<file path="src/rtl/rename_alias_table_pkg.sv">
// rtl/rename_alias_table_pkg.sv - shared sizes, opcodes and helpers for the rename alias table
// Purpose: one place for the physical register count, arch window, free list depth,
//          destination-less opcodes, and small helpers used by the top and the free list.
// Ports:   none (package).
`ifndef PHYS_REGS
`define PHYS_REGS 32
`endif

package rename_alias_table_pkg;

    localparam int PHYS_REGS = `PHYS_REGS;
    localparam int PW        = $clog2(PHYS_REGS);
    localparam int N_ARCH    = 10;               // arch regs 2..11 are renamed
    localparam int FL_DEPTH  = PHYS_REGS - 12;   // phys 0..11 are mapped at reset

    localparam logic [3:0] OP_LOAD  = 4'hC;
    localparam logic [3:0] OP_STORE = 4'hD;
    localparam logic [3:0] OP_CTERM = 4'hE;
    localparam logic [3:0] OP_TERM  = 4'hF;

    // Only arch 2..11 own a RAT entry; 0/1 are hardwired and 12..15 have no entry.
    function automatic logic arch_ok(input logic [3:0] a);
        return (a >= 4'd2) && (a <= 4'(N_ARCH + 1));
    endfunction

    // Advance a free list pointer by 0..2 entries, wrapping at FL_DEPTH.
    function automatic logic [PW-1:0] ptr_add(input logic [PW-1:0] p, input logic [1:0] n);
        logic [PW:0] s;
        s = {1'b0, p} + {{(PW-1){1'b0}}, n};
        if (s >= (PW+1)'(FL_DEPTH)) begin
            s = s - (PW+1)'(FL_DEPTH);
        end
        return s[PW-1:0];
    endfunction

endpackage

</file>
<file path="src/rtl/rename_free_list.sv">
// rtl/rename_free_list.sv - 2-pop/2-push circular free list of physical registers
// Purpose: holds unallocated phys regs; head entries are offered combinationally,
//          pops/pushes take effect at the clock edge. Reset preloads phys 12.. ascending.
// Ports:   clk, rst         clock, async active-high reset
//          i_pop_n          entries consumed this cycle (0..2)
//          i_push_valid     per-slot push strobes, slot0 enters before slot1
//          i_push_phys      pushed phys regs, slot0 in low PW bits
//          o_head0/o_head1  head entry and the one after it
//          o_count          current occupancy
module rename_free_list
    import rename_alias_table_pkg::*;
(
    input  logic              clk,
    input  logic              rst,
    input  logic [1:0]        i_pop_n,
    input  logic [1:0]        i_push_valid,
    input  logic [2*PW-1:0]   i_push_phys,
    output logic [PW-1:0]     o_head0,
    output logic [PW-1:0]     o_head1,
    output logic [PW:0]       o_count
);

    logic [PW-1:0] r_mem [FL_DEPTH];
    logic [PW-1:0] r_head;
    logic [PW-1:0] r_tail;
    logic [PW:0]   r_count;

    logic [1:0]    w_push_n;
    logic [PW-1:0] w_tail1;

    assign w_push_n = {1'b0, i_push_valid[0]} + {1'b0, i_push_valid[1]};
    // Slot1 lands right after slot0, or at the tail itself when slot0 is idle.
    assign w_tail1  = ptr_add(r_tail, {1'b0, i_push_valid[0]});

    assign o_head0  = r_mem[r_head];
    assign o_head1  = r_mem[ptr_add(r_head, 2'd1)];
    assign o_count  = r_count;

    // Reads come from registered storage, so a same-cycle push is never popped.
    always_ff @(posedge clk or posedge rst) begin
        if (rst) begin
            for (int i = 0; i < FL_DEPTH; i++) begin
                r_mem[i] <= PW'(i + 12);
            end
            r_head  <= '0;
            r_tail  <= '0;
            r_count <= (PW+1)'(FL_DEPTH);
        end else begin
            if (i_push_valid[0]) begin
                r_mem[r_tail] <= i_push_phys[PW-1:0];
            end
            if (i_push_valid[1]) begin
                r_mem[w_tail1] <= i_push_phys[2*PW-1:PW];
            end
            r_head  <= ptr_add(r_head, i_pop_n);
            r_tail  <= ptr_add(r_tail, w_push_n);
            r_count <= r_count - (PW+1)'(i_pop_n) + (PW+1)'(w_push_n);
        end
    end

endmodule

</file>
<file path="src/rtl/rename_alias_table.sv">
// rtl/rename_alias_table.sv - register alias table and destination allocator
// Purpose: holds arch->phys mappings and ready bits for arch 2..11, allocates up to two
//          destination phys regs per microop from the free list, marks writebacks done.
// Ports:   clk, rst                  clock, async active-high reset
//          in_valid/in_ready         microop handshake, fire = in_valid & in_ready
//          microop                   opcode [23:20], slot1 dest [19:16], slot0 dest [15:12]
//          dest_phys/dest_old/dest_en  per-slot allocation, valid in the fire cycle
//          rat_done/rat_aliases      registered ready bits and mappings (pre-update in fire)
//          wb_valid/wb_phys          writeback broadcast
//          free_valid/free_phys      regs returned by retire
//          free_count                free list occupancy
module rename_alias_table
    import rename_alias_table_pkg::*;
(
    input  logic                 clk,
    input  logic                 rst,
    input  logic                 in_valid,
    output logic                 in_ready,
    input  logic [23:0]          microop,
    output logic [2*PW-1:0]      dest_phys,
    output logic [2*PW-1:0]      dest_old,
    output logic [1:0]           dest_en,
    output logic [N_ARCH-1:0]    rat_done,
    output logic [N_ARCH*PW-1:0] rat_aliases,
    input  logic                 wb_valid,
    input  logic [PW-1:0]        wb_phys,
    input  logic [1:0]           free_valid,
    input  logic [2*PW-1:0]      free_phys,
    output logic [PW:0]          free_count
);

    logic [PW-1:0]     r_alias [N_ARCH];
    logic [N_ARCH-1:0] r_done;

    logic [3:0]    w_op;
    logic [3:0]    w_arch0;
    logic [3:0]    w_arch1;
    logic          w_req0;
    logic          w_req1;
    logic [1:0]    w_need;
    logic          w_fire;
    logic          w_en0;
    logic          w_en1;
    logic [1:0]    w_pop_n;
    logic [PW-1:0] w_head0;
    logic [PW-1:0] w_head1;
    logic [PW-1:0] w_phys0;
    logic [PW-1:0] w_phys1;
    logic [PW-1:0] w_old0;
    logic [PW-1:0] w_old1;
    logic          w_unused_ok;

    assign w_op    = microop[23:20];
    assign w_arch1 = microop[19:16];
    assign w_arch0 = microop[15:12];
    assign w_unused_ok = &{1'b0, microop[11:0]};

    assign w_req0 = !(w_op == OP_STORE || w_op == OP_CTERM || w_op == OP_TERM) && arch_ok(w_arch0);
    assign w_req1 = !(w_op == OP_LOAD || w_op == OP_STORE || w_op == OP_CTERM || w_op == OP_TERM)
                    && arch_ok(w_arch1);

    assign w_need   = {1'b0, w_req0} + {1'b0, w_req1};
    // Registered count only: regs freed this cycle cannot fund this cycle's microop.
    assign in_ready = (free_count >= (PW+1)'(w_need));
    // Holding dest_en low through reset keeps in-flight allocations from escaping.
    assign w_fire   = in_valid & in_ready & ~rst;
    assign w_en0    = w_fire & w_req0;
    assign w_en1    = w_fire & w_req1;
    assign w_pop_n  = {1'b0, w_en0} + {1'b0, w_en1};

    // When slot0 is idle, slot1 takes the head so no free entry is skipped.
    assign w_phys0 = w_head0;
    assign w_phys1 = w_req0 ? w_head1 : w_head0;

    always_comb begin
        w_old0 = '0;
        w_old1 = '0;
        for (int i = 0; i < N_ARCH; i++) begin
            if (w_arch0 == 4'(i + 2)) w_old0 = r_alias[i];
            if (w_arch1 == 4'(i + 2)) w_old1 = r_alias[i];
        end
        if (!w_req0) w_old0 = '0;
        if (!w_req1) begin
            w_old1 = '0;
        end else if (w_req0 && (w_arch0 == w_arch1)) begin
            // Slot1 overwrites slot0's fresh mapping, so slot0's reg is what retire frees.
            w_old1 = w_phys0;
        end
    end

    assign dest_phys = {w_phys1, w_phys0};
    assign dest_old  = {w_old1, w_old0};
    assign dest_en   = {w_en1, w_en0};

    rename_free_list u_free_list (
        .clk          (clk),
        .rst          (rst),
        .i_pop_n      (w_pop_n),
        .i_push_valid (free_valid),
        .i_push_phys  (free_phys),
        .o_head0      (w_head0),
        .o_head1      (w_head1),
        .o_count      (free_count)
    );

    // Priority per entry: slot1 rename, slot0 rename, then writeback.
    always_ff @(posedge clk or posedge rst) begin
        if (rst) begin
            for (int i = 0; i < N_ARCH; i++) begin
                r_alias[i] <= PW'(i + 2);
            end
            r_done <= '1;
        end else begin
            for (int i = 0; i < N_ARCH; i++) begin
                if (w_en1 && (w_arch1 == 4'(i + 2))) begin
                    r_alias[i] <= w_phys1;
                    r_done[i]  <= 1'b0;
                end else if (w_en0 && (w_arch0 == 4'(i + 2))) begin
                    r_alias[i] <= w_phys0;
                    r_done[i]  <= 1'b0;
                end else if (wb_valid && (r_alias[i] == wb_phys)) begin
                    r_done[i]  <= 1'b1;
                end
            end
        end
    end

    always_comb begin
        rat_aliases = '0;
        for (int i = 0; i < N_ARCH; i++) begin
            rat_aliases[i*PW +: PW] = r_alias[i];
        end
    end

    assign rat_done = r_done;

endmodule

</file>
<file path="config.mk">
export PLATFORM = sky130hd
export DESIGN_NAME = rename_alias_table
export DESIGN_NICKNAME = d
export VERILOG_FILES = /design/src/rtl/rename_alias_table_pkg.sv /design/src/rtl/rename_free_list.sv /design/src/rtl/rename_alias_table.sv
export SDC_FILE = /design/constraint.sdc
export NUM_CORES = 1
export LEC_CHECK = 0
export CAP_MARGIN = 10
export CORE_MARGIN = 3
export CORE_UTILIZATION = 35
export DETAILED_ROUTE_END_ITERATION = 16
export HOLD_SLACK_MARGIN = 0.08
export SETUP_SLACK_MARGIN = 0.05
export SYNTH_ARGS = -nofsm -noshare
export SYNTH_HDL_FRONTEND = slang
export SYNTH_SLANG_ARGS = --single-unit
</file>
<file path="constraint.sdc">
create_clock -name clk -period 5.5 [get_ports clk]
set_input_delay 0.55 -clock clk [delete_from_list [all_inputs] [get_ports clk]]
set_output_delay 0.55 -clock clk [all_outputs]
set_load 0.01 [all_outputs]
</file>
After elaboration in Yosys (flattened, before gate mapping). Index checks and enable logic that the tools add are counted.

Output and inout port bits: 89. Register bits after elaboration: 176. Memory bits (read-only): 0. Bits in writable memories: 0. Memories kept: 0. Input port bits: 45. Bits in latches: 0. Word-level logic and storage cells: 271.

Multiply operators: 0. Equality and inequality tests: 35. $add $sub $neg: 13. Order comparisons: 15. Bitwise gates (word level): 9. Shifts and indexed selects: 0. Muxes and demuxes: 92. Div/mod/pow operators: 0. Reductions and logical operators: 64.

Operators by type and width (count): 5-bit two-way mux (54); 100-bit bitwise mux (2); 100-bit two-way mux (2); 5-bit binary-select mux with 5-bit select (2); 5-bit demux with 5-bit select (2); 5-bit equality test (10); 4-bit equality test, second input constant (12); 1-bit logical AND (37); 4-bit by 3-bit equality test with 1-bit output, second input constant (8); 1-bit two-way mux (30); 3-bit nonzero test (10); 6-bit by 5-bit greater-or-equal comparator with 1-bit output, second input constant (4); 6-bit greater-or-equal comparator, second input constant (4); 5-bit inverter with 6-bit output (4); 2-bit nonzero test (10); 5-bit subtractor, second input constant (4); 4-bit by 2-bit equality test with 1-bit output, second input constant (4); 5-bit by 2-bit adder with 6-bit output (2); 6-bit by 1-bit < comparator with 1-bit output, second input constant (2); 4-bit by 2-bit greater-or-equal comparator with 1-bit output, second input constant (2); 4-bit less-or-equal comparator, second input constant (2); 1-bit by 1-bit adder with 2-bit output (3); 5-bit by 1-bit adder with 6-bit output (1); 5-bit by 1-bit adder with 6-bit output, second input constant (1); 8 further kinds (16).

Longest topological paths before layout.
Depth in word-level cells: 15. Mapped depth: 25. Mapped depth without buffers: 22.

Cells and area by module. From an unflattened synthesis, not the netlist that was laid out.

Cell total of the unflattened synthesis: 1289. Area, all modules: 13983.4 um^2.

Modules (own cells, without submodules): rename_free_list (area an instance 8957.3 um^2, cells an instance 759, times used 1, sequential area each 2980.4 um^2); rename_alias_table (area an instance 5026.1 um^2, cells an instance 530, times used 1, sequential area each 1537.7 um^2).

Worst setup path before layout. No wires, ideal clock.

Path type: input to register. Start: in rst. End: reg u_free_list.r_head[2]. Required time: 5.369 ns. Cell stages on the path: 16. Setup time: 0.131 ns. Data arrival time: 7.356 ns. Path buffers: 1. Path slack: -1.986 ns. Cell sequence: inv_1 > o211ai_1 > or3_1 > buf_2 > clkinv_2 > ha_1 > ha_1 > inv_1 > fa_1 > xnor2_1 > ha_1 > nand2_1 > o21ai_0 > o21ai_0 > a32oi_1 > o21ai_0.

Cells in the longest elaborated chain, start to end: 7. Elaborated cells between the ends (all ways): 9. Those cells by class: add/sub (3); order compare (1); mux (1); bitwise (4).

RTL lines: start, declared (RTL line rename_alias_table.sv:16) `input logic rst,`; 1-bit inverter * (RTL line rename_alias_table.sv:66) `assign w_fire = in_valid & in_ready & ~rst;`; 1-bit AND * (RTL line rename_alias_table.sv:66); 1-bit AND * (RTL line rename_alias_table.sv:68) `assign w_en1 = w_fire & w_req1;`; via w_en1 (RTL line rename_alias_table.sv:43) `logic w_en1;`; 1-bit by 1-bit adder with 2-bit output * (RTL line rename_alias_table.sv:69) `assign w_pop_n = {1'b0, w_en0} + {1'b0, w_en1};`; 5-bit by 2-bit adder with 6-bit output * (RTL line rename_alias_table_pkg.sv:29) `s = {1'b0, p} + {{(PW-1){1'b0}}, n};`; 5-bit subtractor / 6-bit by 5-bit greater-or-equal comparator with 1-bit output (equally long branches) (RTL line rename_alias_table_pkg.sv:31, rename_alias_table_pkg.sv:30); 5-bit two-way mux * (RTL line rename_alias_table_pkg.sv:30) `if (s >= (PW+1)'(FL_DEPTH)) begin`; end signal, assigned (RTL line rename_free_list.sv:55) `r_head <= ptr_add(r_head, i_pop_n);`; end, declared (RTL line rename_free_list.sv:24) `logic [PW-1:0] r_head;`.

The timed path passes the listed nets; every way through them passes the cells marked *. A chain may end at the register's enable or synchronous reset.

Worst setup path in the final report.
Start: reg u_free_list.r_head[1]. End: out dest_phys[5].

Cells in the longest elaborated chain, start to end: 8. Elaborated cells between the ends (all ways): 13. Those cells by class: add/sub (2); order compare (1); mux (8); bitwise (2).

RTL lines: 5-bit by 1-bit adder with 6-bit output (RTL line rename_alias_table_pkg.sv:29); 5-bit subtractor / 6-bit by 5-bit greater-or-equal comparator with 1-bit output (equally long branches) (RTL line rename_alias_table_pkg.sv:31, rename_alias_table_pkg.sv:30); 5-bit two-way mux (RTL line rename_alias_table_pkg.sv:30); 5-bit inverter with 6-bit output (implied by the code) (RTL line rename_free_list.sv:36) `assign o_head1 = r_mem[ptr_add(r_head, 2'd1)];`; 5-bit binary-select mux with 5-bit select (RTL line rename_free_list.sv:36); 5-bit two-way mux (implied by the code) (2 in series) (RTL line rename_free_list.sv:36); 5-bit two-way mux * (RTL line rename_alias_table.sv:73) `assign w_phys1 = w_req0 ? w_head1 : w_head0;`; end, declared (RTL line rename_alias_table.sv:20) `output logic [2*PW-1:0] dest_phys,`.

Every way passes the cells marked *; elsewhere a longest branch is shown, timed or not. The select of a mux whose other input is x is not followed.

==> flow_summary.toml <==
[yosys]
yosysUniqueCellTypes = 86
synth_edf_count = 0
async_reset_ff_share_pct = 100
syn_nets = 1445
synth-seq-cells = 176
seq_area_frac_synth_pct = 32.3
syn_inst = 1366
synth_ff_type = "dfstp_2"
syn-cell-area_um2 = 14000
yosys_warnings = 0
syn_avg_cell_area_um2 = 10.2

[global_route]
track_usage_pct = 21.6
antenna_found_initial = 0
grt-ovfl-total = 0
grt_pass1_wl_um = 70800
first_global_vias = 11614
grt_max_degree = 68

[final_layout]
multi_input_area_um2 = 8750
antennaDiodeCount = 0
ff_latch_area_um2 = 4520
n_fill_cell = 3848
drive_gt1_share_pct = 32.1
fin_nets = 1516
syn_to_final_growth_pct = 16.1
postLayoutCellArea_um2 = 16200
fin_util_pct = 41.5

[clock_tree]
clk_pin_slew_ns = 0.06
cts_root_buf = "clkbuf_16"
holdBufCountCts = 0
clock_sinks = 176
cts_buffer_depth = 2
ctsResizeCount = 0
cts_tree = "done"
cts_setup_buffers = 0
clk_latency_ns = 0.46
htree_levels = 4
cts_made_buffers = 17

[floorplanning]
die_x_um = 206
core_um2 = 39100
num_rows = 72
start_util_pct = 35.8
die_y_um = 206
die-area_um2 = 42400
pin_count = 134

[run]
max_cap_viol_count = 0

[routing]
ant_nets = 0
num_vias = 11573
drc = 0
wl_um = 45500
viasPerCell = 5.88
drtPass1Iterations = 7
drt_iter0_drc = 1017
wl_per_cell_um = 23.1

[sta]
rsz0062_at_grt = "false"
period_needed_ns = 5.01
slew-limit-headroom_pct = 31.8
hold_violations = 0
clock_skew_ns = 0.0162
max_freq_mhz = 199
worstMarginPinSlew_ns = 1.02
setup_ws_ns = 0.487
fin_crit_sh_pct = 91.1
slew_violations = 0
setup_viol = 0

[power]
power_mw = 10.5
leakagePower_nw = 6.22
p_per_area_nw_per_um2 = 646
irDropWorstVdd_mv = 0.395

[outcome]
status = "complete, no violations"

[setup_path]
cp_slowest_cell = "a2111o_1"
critPathBufInv = 4
critPathTopFamily = "compound AO/OA/AOI/OAI gates"
timing.rr.start = "u_free_list.r_head[1]"
cp-startpoint = "u_free_list.r_head[1]"
worstSetupEndpointType = "output pin"
slowest_delay_ns = 0.59
arrival_ns = 4.46
startpoint_type = "register"
path_class = "reg -> out"
crit_required_ns = 4.95
crit_chain = "ha_1 > xor2_1 > inv_1 > ha_1 > a21bo_2 > nand2_1 > a2111o_1 > or3_1 > a31oi_1 > o31ai_2 > buf_4 > inv_1 > clkdlybuf4s50_1"
critPathMaxFanout = 14

[placement]
pre_cts_slack_ns = 0.159
port_buffers = 121
placedInstanceArea_um2 = 15700
dp_hpwl_um = 32200
gp_congestion = 0.929

[worst_hold_path]
min_path_type = "reg -> reg"
hp-start = "rat_done[1]"
-- registers in the layout, indices dropped and copies added, names as in the netlist --
name,count
u_free_list.r_head,5
u_free_list.r_mem,100
u_free_list.r_tail,5
rat_done,10
rat_aliases,50
u_free_list.o_count,6
-- synth_stat cells (all sizes together) (3+ instances only) --
master / n / area (um^2)
mux4: 50 / 1130
and3: 10 / 62.6
nor2: 56 / 210
a22o: 3 / 26.3
nand4: 4 / 25.0
fa: 4 / 80.1
nor3b: 14 / 110
a21boi: 3 / 37.5
inv: 50 / 188
mux2i: 25 / 250
clkbuf: 57 / 214
o21ai: 70 / 350
a311oi: 6 / 100
nor2b: 19 / 134
a221oi: 6 / 52.6
and3b: 5 / 43.8
xnor2: 25 / 219
a32oi: 3 / 26.3
a22oi: 13 / 97.6
o221ai: 21 / 190
a31oi: 18 / 125
or2: 4 / 25.0
a211oi: 20 / 150
o211ai: 53 / 408
a21oi: 32 / 160
o31ai: 10 / 109
nor3: 29 / 161
mux2: 214 / 2410
ha: 30 / 375
dfrtp: 85 / 2130
buf: 54 / 363
or3: 14 / 87.6
nand2: 130 / 488
nand3b: 5 / 37.5
a2111oi: 5 / 62.6
xor2: 45 / 394
nand3: 22 / 110
dfstp: 91 / 2390
nand2b: 14 / 87.6
nor4: 16 / 100
-- layer usage --
layer | wire length (um) | global-route usage, %
met2 | 21300 | 34.8
met1 | 20200 | 30.7
met5 | 0 | 0
met4 | 875 | 5.67
met3 | 3110 | 3.07
-- through the flow --
stage          std cells  setup TNS [ns]  hold WS (ns)
2_1_floorplan       1366          -0.619         0.543
3_3_place_gp        1936               0         0.547
3_5_place_dp        1936               0         0.552
4_1_cts             1968               0         0.563
5_1_grt             1968               0         0.574
6_report            1968               0         0.561
-- where the power goes --
group / switching, mW / internal [mW]
Clock: 0.565 / 0.653
Sequential: 0.805 / 2.11
Combinational: 3.27 / 3.08
Total: 4.64 / 5.85
-- layout make-up --
| type | instances | share of cell area [%] |
|---|---|---|
| clock buffer | 22 | 2.86 |
| clock inverter | 10 | 0.640 |
| inverter | 51 | 1.28 |
| multi-input combinational | 1028 | 53.9 |
| sequential | 176 | 27.8 |
| tap | 518 | 3.99 |
| timing repair buffer | 163 | 9.48 |
-- worst register-to-register path, delay by kind of cell, from the launching register on --
family | cells | cell delay [ns]
simple gates | 2 | 0.55
buf+inv | 2 | 0.40
xor+xnor | 1 | 0.24
fa+ha+maj | 2 | 0.72
flops | 1 | 0.46
compound gates | 4 | 1.25
mux | 1 | 0.16
-- cell usage in the layout, fill, tap and decap left out, types with 25 or more instances in the layout --
| cell type | n |
|---|---|
| mux2_2 | 214 |
| nand2_1 | 130 |
| clkdlybuf4s50_1 | 121 |
| dfstp_2 | 91 |
| dfrtp_1 | 84 |
| nor2_1 | 56 |
| o211ai_1 | 51 |
| mux4_2 | 49 |
| inv_1 | 48 |
| xor2_1 | 45 |
| o21ai_0 | 44 |
| buf_4 | 41 |
| a21oi_1 | 31 |
| nor3_1 | 27 |
| ha_1 | 27 |
| mux2i_1 | 25 |
| o21ai_1 | 25 |
-- cells by family after synthesis --
family | synth area share, %
AOI/OAI and AO/OA | 14.9
and+or+nand+nor | 12.6
muxes | 27.1
buffers and inverters | 5.50
xor gates and xnor gates | 4.38
adders and majority gates | 3.26
DFF | 32.3
-- worst paths after layout --
kind                            slack, ns  cells past startpoint                     end
worst max-delay path                 0.49                     13            dest_phys[5]
worst min-delay path                 0.56                      2             rat_done[1]
worst max register to register       1.59                     12         rat_aliases[34]
worst min register to register       0.56                      2             rat_done[1]
max in group asynchronous            3.32                      4   u_free_list.r_mem[35]
min in group asynchronous            0.79                      3  u_free_list.o_count[5]
Note: power is estimated with default switching activity, not from simulation.
